File: src/rtl/progress_pkg.sv
// progress_pkg -- shared definitions for the progress bar driver.
//   state_t          : FSM state codes exposed on the driver's state output
//   BAR_WIDTH_DEF    : default number of LED segments (full-scale progress)
//   WARN_LEVEL_DEF   : default highest progress value shown as a warning
package progress_pkg;

  typedef enum logic [1:0] {
    ST_IDLE    = 2'd0,
    ST_RUN     = 2'd1,
    ST_WARN    = 2'd2,
    ST_EXPIRED = 2'd3
  } state_t;

  localparam int BAR_WIDTH_DEF  = 10;
  localparam int WARN_LEVEL_DEF = 3;

endpackage

File: src/rtl/bar_thermo_enc.sv
// bar_thermo_enc -- combinational clamp and level-to-thermometer encoder.
// Ports:
//   progress [4:0]          raw remaining-time value
//   level    [4:0]          progress clamped to BAR_WIDTH
//   thermo   [BAR_WIDTH-1:0] bit i set when i < level
module bar_thermo_enc #(
  parameter int BAR_WIDTH = 10
) (
  input  logic [4:0]           progress,
  output logic [4:0]           level,
  output logic [BAR_WIDTH-1:0] thermo
);

  localparam logic [4:0] BAR_MAX = 5'(BAR_WIDTH);

  // Out-of-range values show a full bar rather than wrapping.
  assign level = (progress > BAR_MAX) ? BAR_MAX : progress;

  genvar gi;
  generate
    for (gi = 0; gi < BAR_WIDTH; gi++) begin : g_seg
      assign thermo[gi] = (level > 5'(gi));
    end
  endgenerate

endmodule

File: src/rtl/progress_bar_driver.sv
// progress_bar_driver -- LED progress bar with warning/expiry handling.
// Optional feature macro: PROGRESS_BAR_BLINK_EN (blinking bar in WARN/EXPIRED).
// Ports:
//   clk       system clock, rising edge
//   reset     synchronous active-high reset
//   start     one-cycle pulse, (re)arms a round; beats every other transition
//   tick      one-cycle blink-rate strobe (only used with the blink feature)
//   progress  remaining-time value, clamped to BAR_WIDTH before use
//   leds      registered thermometer bar
//   state     current FSM state code (IDLE=0, RUN=1, WARN=2, EXPIRED=3)
//   timeout   one-cycle pulse on the cycle the state becomes EXPIRED
//   expired   high while in EXPIRED
module progress_bar_driver
  import progress_pkg::*;
#(
  parameter int BAR_WIDTH  = BAR_WIDTH_DEF,
  parameter int WARN_LEVEL = WARN_LEVEL_DEF
) (
  input  logic                 clk,
  input  logic                 reset,
  input  logic                 start,
  input  logic                 tick,
  input  logic [4:0]           progress,
  output logic [BAR_WIDTH-1:0] leds,
  output logic [1:0]           state,
  output logic                 timeout,
  output logic                 expired
);

  localparam logic [4:0] WARN_MAX = 5'(WARN_LEVEL);

  state_t               state_reg, state_next;
  logic [BAR_WIDTH-1:0] leds_reg, leds_next;
  logic                 timeout_reg, timeout_next;
  logic [4:0]           level;
  logic [BAR_WIDTH-1:0] thermo;

  bar_thermo_enc #(.BAR_WIDTH(BAR_WIDTH)) u_enc (
    .progress (progress),
    .level    (level),
    .thermo   (thermo)
  );

`ifdef PROGRESS_BAR_BLINK_EN
  logic phase_reg, phase_next;
`else
  logic unused_tick;
  assign unused_tick = tick;
`endif

  // Next-state and next-output logic. Outputs are computed from the state
  // being entered so the registered leds always agree with the state output.
  always_comb begin
    state_next   = state_reg;
    leds_next    = '0;
    timeout_next = 1'b0;

    if (start) begin
      state_next = ST_RUN;
    end else begin
      case (state_reg)
        ST_RUN: begin
          if (level == 5'd0)          state_next = ST_EXPIRED;
          else if (level <= WARN_MAX) state_next = ST_WARN;
        end
        ST_WARN: begin
          if (level == 5'd0)          state_next = ST_EXPIRED;
          else if (level > WARN_MAX)  state_next = ST_RUN;
        end
        default: state_next = state_reg;  // IDLE and EXPIRED wait for start
      endcase
    end

    // Only RUN/WARN can reach EXPIRED, so this fires once per round.
    timeout_next = (state_next == ST_EXPIRED) && (state_reg != ST_EXPIRED);

`ifdef PROGRESS_BAR_BLINK_EN
    phase_next = 1'b1;
    if (!start && (state_next == ST_WARN || state_next == ST_EXPIRED)) begin
      if (state_next != state_reg) phase_next = 1'b1;       // entry
      else if (tick)               phase_next = ~phase_reg;
      else                         phase_next = phase_reg;
    end

    case (state_next)
      ST_RUN:     leds_next = thermo;
      ST_WARN:    leds_next = phase_next ? thermo : '0;
      ST_EXPIRED: leds_next = phase_next ? '1 : '0;
      default:    leds_next = '0;
    endcase
`else
    case (state_next)
      ST_RUN, ST_WARN: leds_next = thermo;
      default:         leds_next = '0;
    endcase
`endif
  end

  always_ff @(posedge clk) begin
    if (reset) begin
      state_reg   <= ST_IDLE;
      leds_reg    <= '0;
      timeout_reg <= 1'b0;
    end else begin
      state_reg   <= state_next;
      leds_reg    <= leds_next;
      timeout_reg <= timeout_next;
    end
  end

`ifdef PROGRESS_BAR_BLINK_EN
  always_ff @(posedge clk) begin
    if (reset) phase_reg <= 1'b1;
    else       phase_reg <= phase_next;
  end
`endif

  assign leds    = leds_reg;
  assign state   = state_reg;
  assign timeout = timeout_reg;
  assign expired = (state_reg == ST_EXPIRED);

endmodule

File: config.mk
export PLATFORM = sky130hd
export DESIGN_NAME = progress_bar_driver
export DESIGN_NICKNAME = d
export VERILOG_FILES = /design/src/rtl/progress_pkg.sv /design/src/rtl/bar_thermo_enc.sv /design/src/rtl/progress_bar_driver.sv
export SDC_FILE = /design/constraint.sdc
export NUM_CORES = 1
export LEC_CHECK = 0
export CAP_MARGIN = 20
export CORE_MARGIN = 1
export CORE_UTILIZATION = 45
export CTS_BUF_LIST = sky130_fd_sc_hd__clkbuf_8 sky130_fd_sc_hd__clkbuf_16
export DETAILED_ROUTE_END_ITERATION = 12
export GPL_TIMING_DRIVEN = 0
export PLACE_DENSITY = 0.87
export SYNTH_ARGS = -nofsm -noshare
export SYNTH_HDL_FRONTEND = slang
export SYNTH_HIERARCHICAL = 1
export SYNTH_SLANG_ARGS = --single-unit
export TNS_END_PERCENT = 100
File: constraint.sdc
create_clock -name clk -period 5.1 [get_ports clk]
set_input_delay 1.02 -clock clk [delete_from_list [all_inputs] [get_ports clk]]
set_output_delay 1.02 -clock clk [all_outputs]
set_load 0.05 [all_outputs]
* Yosys cells after proc, flatten, opt, wreduce, memory -nomap -nowiden
Cells that the tools add are included.
Storage, ports and cells: register bits after elaboration 13, output and inout port bits 14
Cells by class: order comparisons 12, eq/ne operators 7, muxes and demuxes 7, bitwise logic cells 1, reductions and logical operators 4
Operator list (count):
- $gt 5x3->1 const B | 4
- $gt 5x4->1 const B | 3
- $gt 5x1->1 const B | 2
- $gt 5x2->1 const B | 2
- $mux 2 | 5
- $eq 2x2->1 const B | 4
- $le 5x2->1 const B | 1
- $logic_not 5->1 | 1
- $mux 5 | 1
- $eq 2x1->1 const B | 2
- $pmux 2 s2 | 1
- $reduce_or 2->1 | 2
- $ne 2x2->1 const B | 1
- $logic_and 1x1->1 | 1
- $not 1->1 | 1

* Depth between registers and ports, before layout
word-level depth 11, gate-level depth with buffers 8, mapped depth without buffers 8

* By module
The synthesis kept the hierarchy.
Modules (own cells, without submodules):
- progress_bar_driver | instances 1, cells an instance 46, area each 514.2 µm²
- bar_thermo_enc | instances 1, cells an instance 22, area each 126.4 µm²

* Worst setup path before layout
No wires, ideal clock.
kind input-to-reg, start point input progress[4], end point register leds_reg[0] (netlist: leds[0]), library setup time 0.060 ns, data arrival time 2.799 ns, required time 5.040 ns, slack 2.241 ns, stages 8, buffers on the path 0, cells stage by stage nor2_1 inv_1 or3_4 a211oi_2 o31ai_1 ha_1 nor2b_1 and2_1
On the way: cells in the longest elaborated chain, start to end 11, elaborated cells between the ends (all ways) 17, those cells by class order compare (4); eq/ne (2); mux (7); bitwise (1); reduce/logical (3)
RTL lines:
- start: declaration | line progress_bar_driver.sv:23 | input logic [4:0] progress,
- $gt 5x4->1 (*) | line bar_thermo_enc.sv:17 | assign level = (progress > BAR_MAX) ? BAR_MAX : progress;
- $mux 5 (*) | line bar_thermo_enc.sv:17
- named net level[3] | line progress_bar_driver.sv:35 | logic [4:0] level;
- $gt 5x2->1 or $le 5x2->1 (tied branches) | line progress_bar_driver.sv:68, progress_bar_driver.sv:64
- $mux 2 (on tied branches) | line progress_bar_driver.sv:68, progress_bar_driver.sv:64
- $mux 2 (on tied branches) | line progress_bar_driver.sv:67, progress_bar_driver.sv:63
- $pmux 2 s2 (*) | line progress_bar_driver.sv:61 | case (state_reg)
- $mux 2 (*) | line progress_bar_driver.sv:58 | if (start) begin
- named net state_next[0] | line progress_bar_driver.sv:32 | state_t state_reg, state_next;
- $eq 2x1->1 or $eq 2x2->1 (tied branches) | line progress_bar_driver.sv:92 | case (state_next)
- $reduce_or 2->1 (*) | line progress_bar_driver.sv:92
- $not 1->1 (no line) (*)
- $reduce_or 2->1 (no line) (*)
- end signal: assignment | line progress_bar_driver.sv:106 | leds_reg <= leds_next;
- end: declaration | line progress_bar_driver.sv:33 | logic [BAR_WIDTH-1:0] leds_reg, leds_next;
Mark *: on every way through the listed nets, which the timed path passes. The rest lies on a longest branch. A chain may end at the register's enable or synchronous reset.

* Worst setup path after layout
start point input progress[4], end point register leds_reg[5] (netlist: leds[5])
The elaborated chain is that of the path after synthesis.

==> flow_metrics.env <==
export IMPL_tightest_slew_ns=0.498
export IMPL_ys_warn_count=6
export IMPL_n_antenna_cell=0
export IMPL_grt_pass1_wl_mm=2.08
export IMPL_yosys_area_top_type="dfxtp_1"
export IMPL_first_iter_violations=17
export IMPL_grt_max_degree=11
export IMPL_yosysSeqAreaShare=0.406
export IMPL_netlist_area_leader_share=0.406
export IMPL_hp_start="state[1]"
export IMPL_fp_dieArea_um2=1580
export IMPL_largest_reg_flops=10
export IMPL_powerDensity_nw_per_um2=295
export IMPL_rows=13
export IMPL_final_core_util=0.694
export IMPL_vias=564
export IMPL_use_met2=0.340
export IMPL_synth_cell_types=33
export IMPL_fin_crit_ns=3.53
export IMPL_p_leak_nw=0.355
export IMPL_syn_nets=81
export IMPL_max_slew_margin=0.667
export IMPL_hold_depth=2
export IMPL_cts_hold_fix_buffers=0
export IMPL_hold_ws_ns=0.702
export IMPL_nets=107
export IMPL_clkLatencyLatePin_ns=0.24
export IMPL_worstSetupStartpointType="input pin"
export IMPL_min_path_type="reg2reg"
export IMPL_post_cts_buffers=0
export IMPL_synth_common_cells="dfxtp_1 (13), and2_1 (11), ha_1 (4), inv_1 (4), nand2_1 (4)"
export IMPL_syn_inst=68
export IMPL_grtUsageMet1=0.259
export IMPL_critical_path_required_ns=5.28
export IMPL_synth_most_common_cell="dfxtp_1"
export IMPL_max_freq_mhz=283
export IMPL_synth_avg_cell_area_um2=9.42
export IMPL_path_cells="clkdlybuf4s50_1, nor2_1, inv_1, or3_4, a211oi_2, o31ai_1, ha_1, nor2b_1, and2_1"
export IMPL_area_growth_pct=42.8
export IMPL_wirelength_mm=1.25
export IMPL_rsz0062_at_grt="no"
export IMPL_reg2reg_setup_slack_ns=2.70
export IMPL_gr_total_overflow=0
export IMPL_cts_tree="done"
export IMPL_stdcell_count=108
export IMPL_grt_use_total=0.201
export IMPL_fillers=101
export IMPL_routed_via_density=5.22
export IMPL_finalSetupViolations=0
export IMPL_cpMaxStageDelayCell="clkdlybuf4s50_1"
export IMPL_synth_flop_cell="dfxtp_1"
export IMPL_r2r_start="state[0]"
export IMPL_r2r_end="leds[5]"
export IMPL_antenna_found_initial=0
export IMPL_core_um2=1320
export IMPL_worst_slack_ns=1.57
export IMPL_ys_seq_elements=13
export IMPL_placed_cell_area_um2=870
export IMPL_drive_gt1_frac=0.118
export IMPL_top_usage_layer="met2"
export IMPL_final_antenna_net_count=0
export IMPL_first_global_vias=453
export IMPL_drcViolationCount=0
export IMPL_critical_path_arrival_ns=3.71
export IMPL_die_height_um=39.7
export IMPL_synth_area_top_cells="dfxtp_1 (41%), and2_1 (11%), ha_1 (7.8%)"
export IMPL_cp_max_fo=10
export IMPL_wl_per_cell_um=11.6
export IMPL_clock_skew_final_ns=0.00271
export IMPL_die_w_um=39.7
export IMPL_min_period_over_period=0.693
export IMPL_final_area_um2=915
export IMPL_ir_drop_mv=0.175
export IMPL_ys_async_sr_fraction=0
export IMPL_worstSetupEndpointType="flip-flop"
export IMPL_post_cts_resized=0
export IMPL_maxCapViolations=0
export IMPL_place_congestion=0.814
export IMPL_hold_viol=0
export IMPL_post_place_ws_ns=1.36
export IMPL_cts_buffer_depth=2
export IMPL_use_met3=0.0170
export IMPL_outcome="finished clean"
export IMPL_final_max_slew_viol_count=0
export IMPL_final_setup_tns_ns=0
export IMPL_syn_area_um2=641
export IMPL_io_pin_count=23
export IMPL_cpPeakStageDelay_ns=0.50
export IMPL_drt_pre_antenna_iters=4
export IMPL_total_power_mw=0.270
export IMPL_ff_latch_area_um2=260
export IMPL_h_tree_depth=1
export IMPL_numCtsBuffers=3
export IMPL_place_inst=104
export IMPL_start_util=0.486
export IMPL_setup_worst_path_class="in2reg"
export IMPL_io_buffer_count=21
export IMPL_min_to="timeout"
export IMPL_synth_edf_count=0
export IMPL_post_dp_hpwl_um=963
export IMPL_multi_input_area_um2=358
export IMPL_clkSinkCount=13
export IMPL_rr_worst_depth=8
export IMPL_clkTransAtPathRegs_ns=0.05
export IMPL_cts_root_buf="clkbuf_8"
==> where the power goes <==
group | switching (mW) | total, mW | internal, mW | leakage [nW]
Sequential | 0.00320 | 0.112 | 0.109 | 0.108
Combinational | 0.0436 | 0.0711 | 0.0275 | 0.220
Clock | 0.0337 | 0.0866 | 0.0529 | 0.0269
Total | 0.0805 | 0.270 | 0.190 | 0.355
==> worst max-delay path, delay by kind of cell <==
family / cells / cell delay (ns)
adder cells (fa/ha/maj): 1 / 0.28
buffers and inverters: 2 / 0.63
AND/OR/NAND/NOR: 4 / 1.40
AO/OA/AOI/OAI: 2 / 0.38
==> cells in the final DEF, fill, tap and decap left out <==
master | synthesis | layout
a211o_2 | 1 | 1
a211oi_1 | 1 | 1
a211oi_2 | 1 | 1
a21o_2 | 1 | 1
a21oi_1 | 1 | 1
and2_1 | 11 | 11
and3b_1 | 1 | 1
buf_4 | 1 | 1
clkbuf_8 | 0 | 3
clkdlybuf4s50_1 | 0 | 21
conb_1 | 1 | 1
dfxtp_1 | 13 | 13
ha_1 | 4 | 4
inv_1 | 4 | 5
nand2_1 | 4 | 4
nand2b_1 | 1 | 1
nand3_1 | 1 | 1
nor2_1 | 3 | 3
nor2b_1 | 1 | 1
nor3_1 | 1 | 1
nor3b_1 | 1 | 1
nor4_1 | 1 | 1
nor4_2 | 1 | 1
nor4b_1 | 2 | 2
o21a_1 | 1 | 1
o21ai_0 | 2 | 2
o31ai_1 | 1 | 1
o32ai_1 | 1 | 1
o41ai_1 | 1 | 1
or2_0 | 1 | 1
or2_1 | 1 | 1
or2_2 | 1 | 1
or3_1 | 1 | 1
or3_4 | 1 | 1
or4_4 | 1 | 1
==> per-layer routing <==
| layer | up-vias | wire length (µm) | part of all wire |
|---|---|---|---|
| met5 | - | 0 | 0 |
| met3 | 0 | 44 | 0.035 |
| met4 | 0 | 0 | 0 |
| li1 | 284 | - | - |
| met1 | 260 | 587 | 0.47 |
| met2 | 20 | 620 | 0.49 |
==> cell type report <==
type	count	share of cell area
clock inverters	1	0.00410
flip-flops and latches	13	0.285
plain buffers	1	0.00821
repair buffers	21	0.230
well taps	15	0.0205
multi-input cells	50	0.391
clock buffers	3	0.0451
inverters	4	0.0164
==> logic make-up (layout without fill, tap and decap cells) <==
family / after synthesis / count (layout) / share of synthesized area
flip-flops: 13 / 13 / 0.406
adder cells (fa/ha/maj): 4 / 4 / 0.0781
other: 1 / 1 / 0.00585
buffers and inverters: 5 / 30 / 0.0352
AO/OA/AOI/OAI: 11 / 11 / 0.135
AND/OR/NAND/NOR: 34 / 34 / 0.340
==> worst max-delay path by stage <==
stage,startpoint,to,slack (ns),cells after the start
3_5_place_dp,progress[4],leds[5],1.36,9
5_1_grt,progress[4],leds[5],1.37,9
3_3_place_gp,progress[4],leds[9],1.44,9
2_1_floorplan,progress[4],leds[0],2.24,8
4_1_cts,progress[4],leds[5],1.59,9
6_report,progress[4],leds[5],1.57,9
Note: power is estimated with default switching activity, not from simulation.
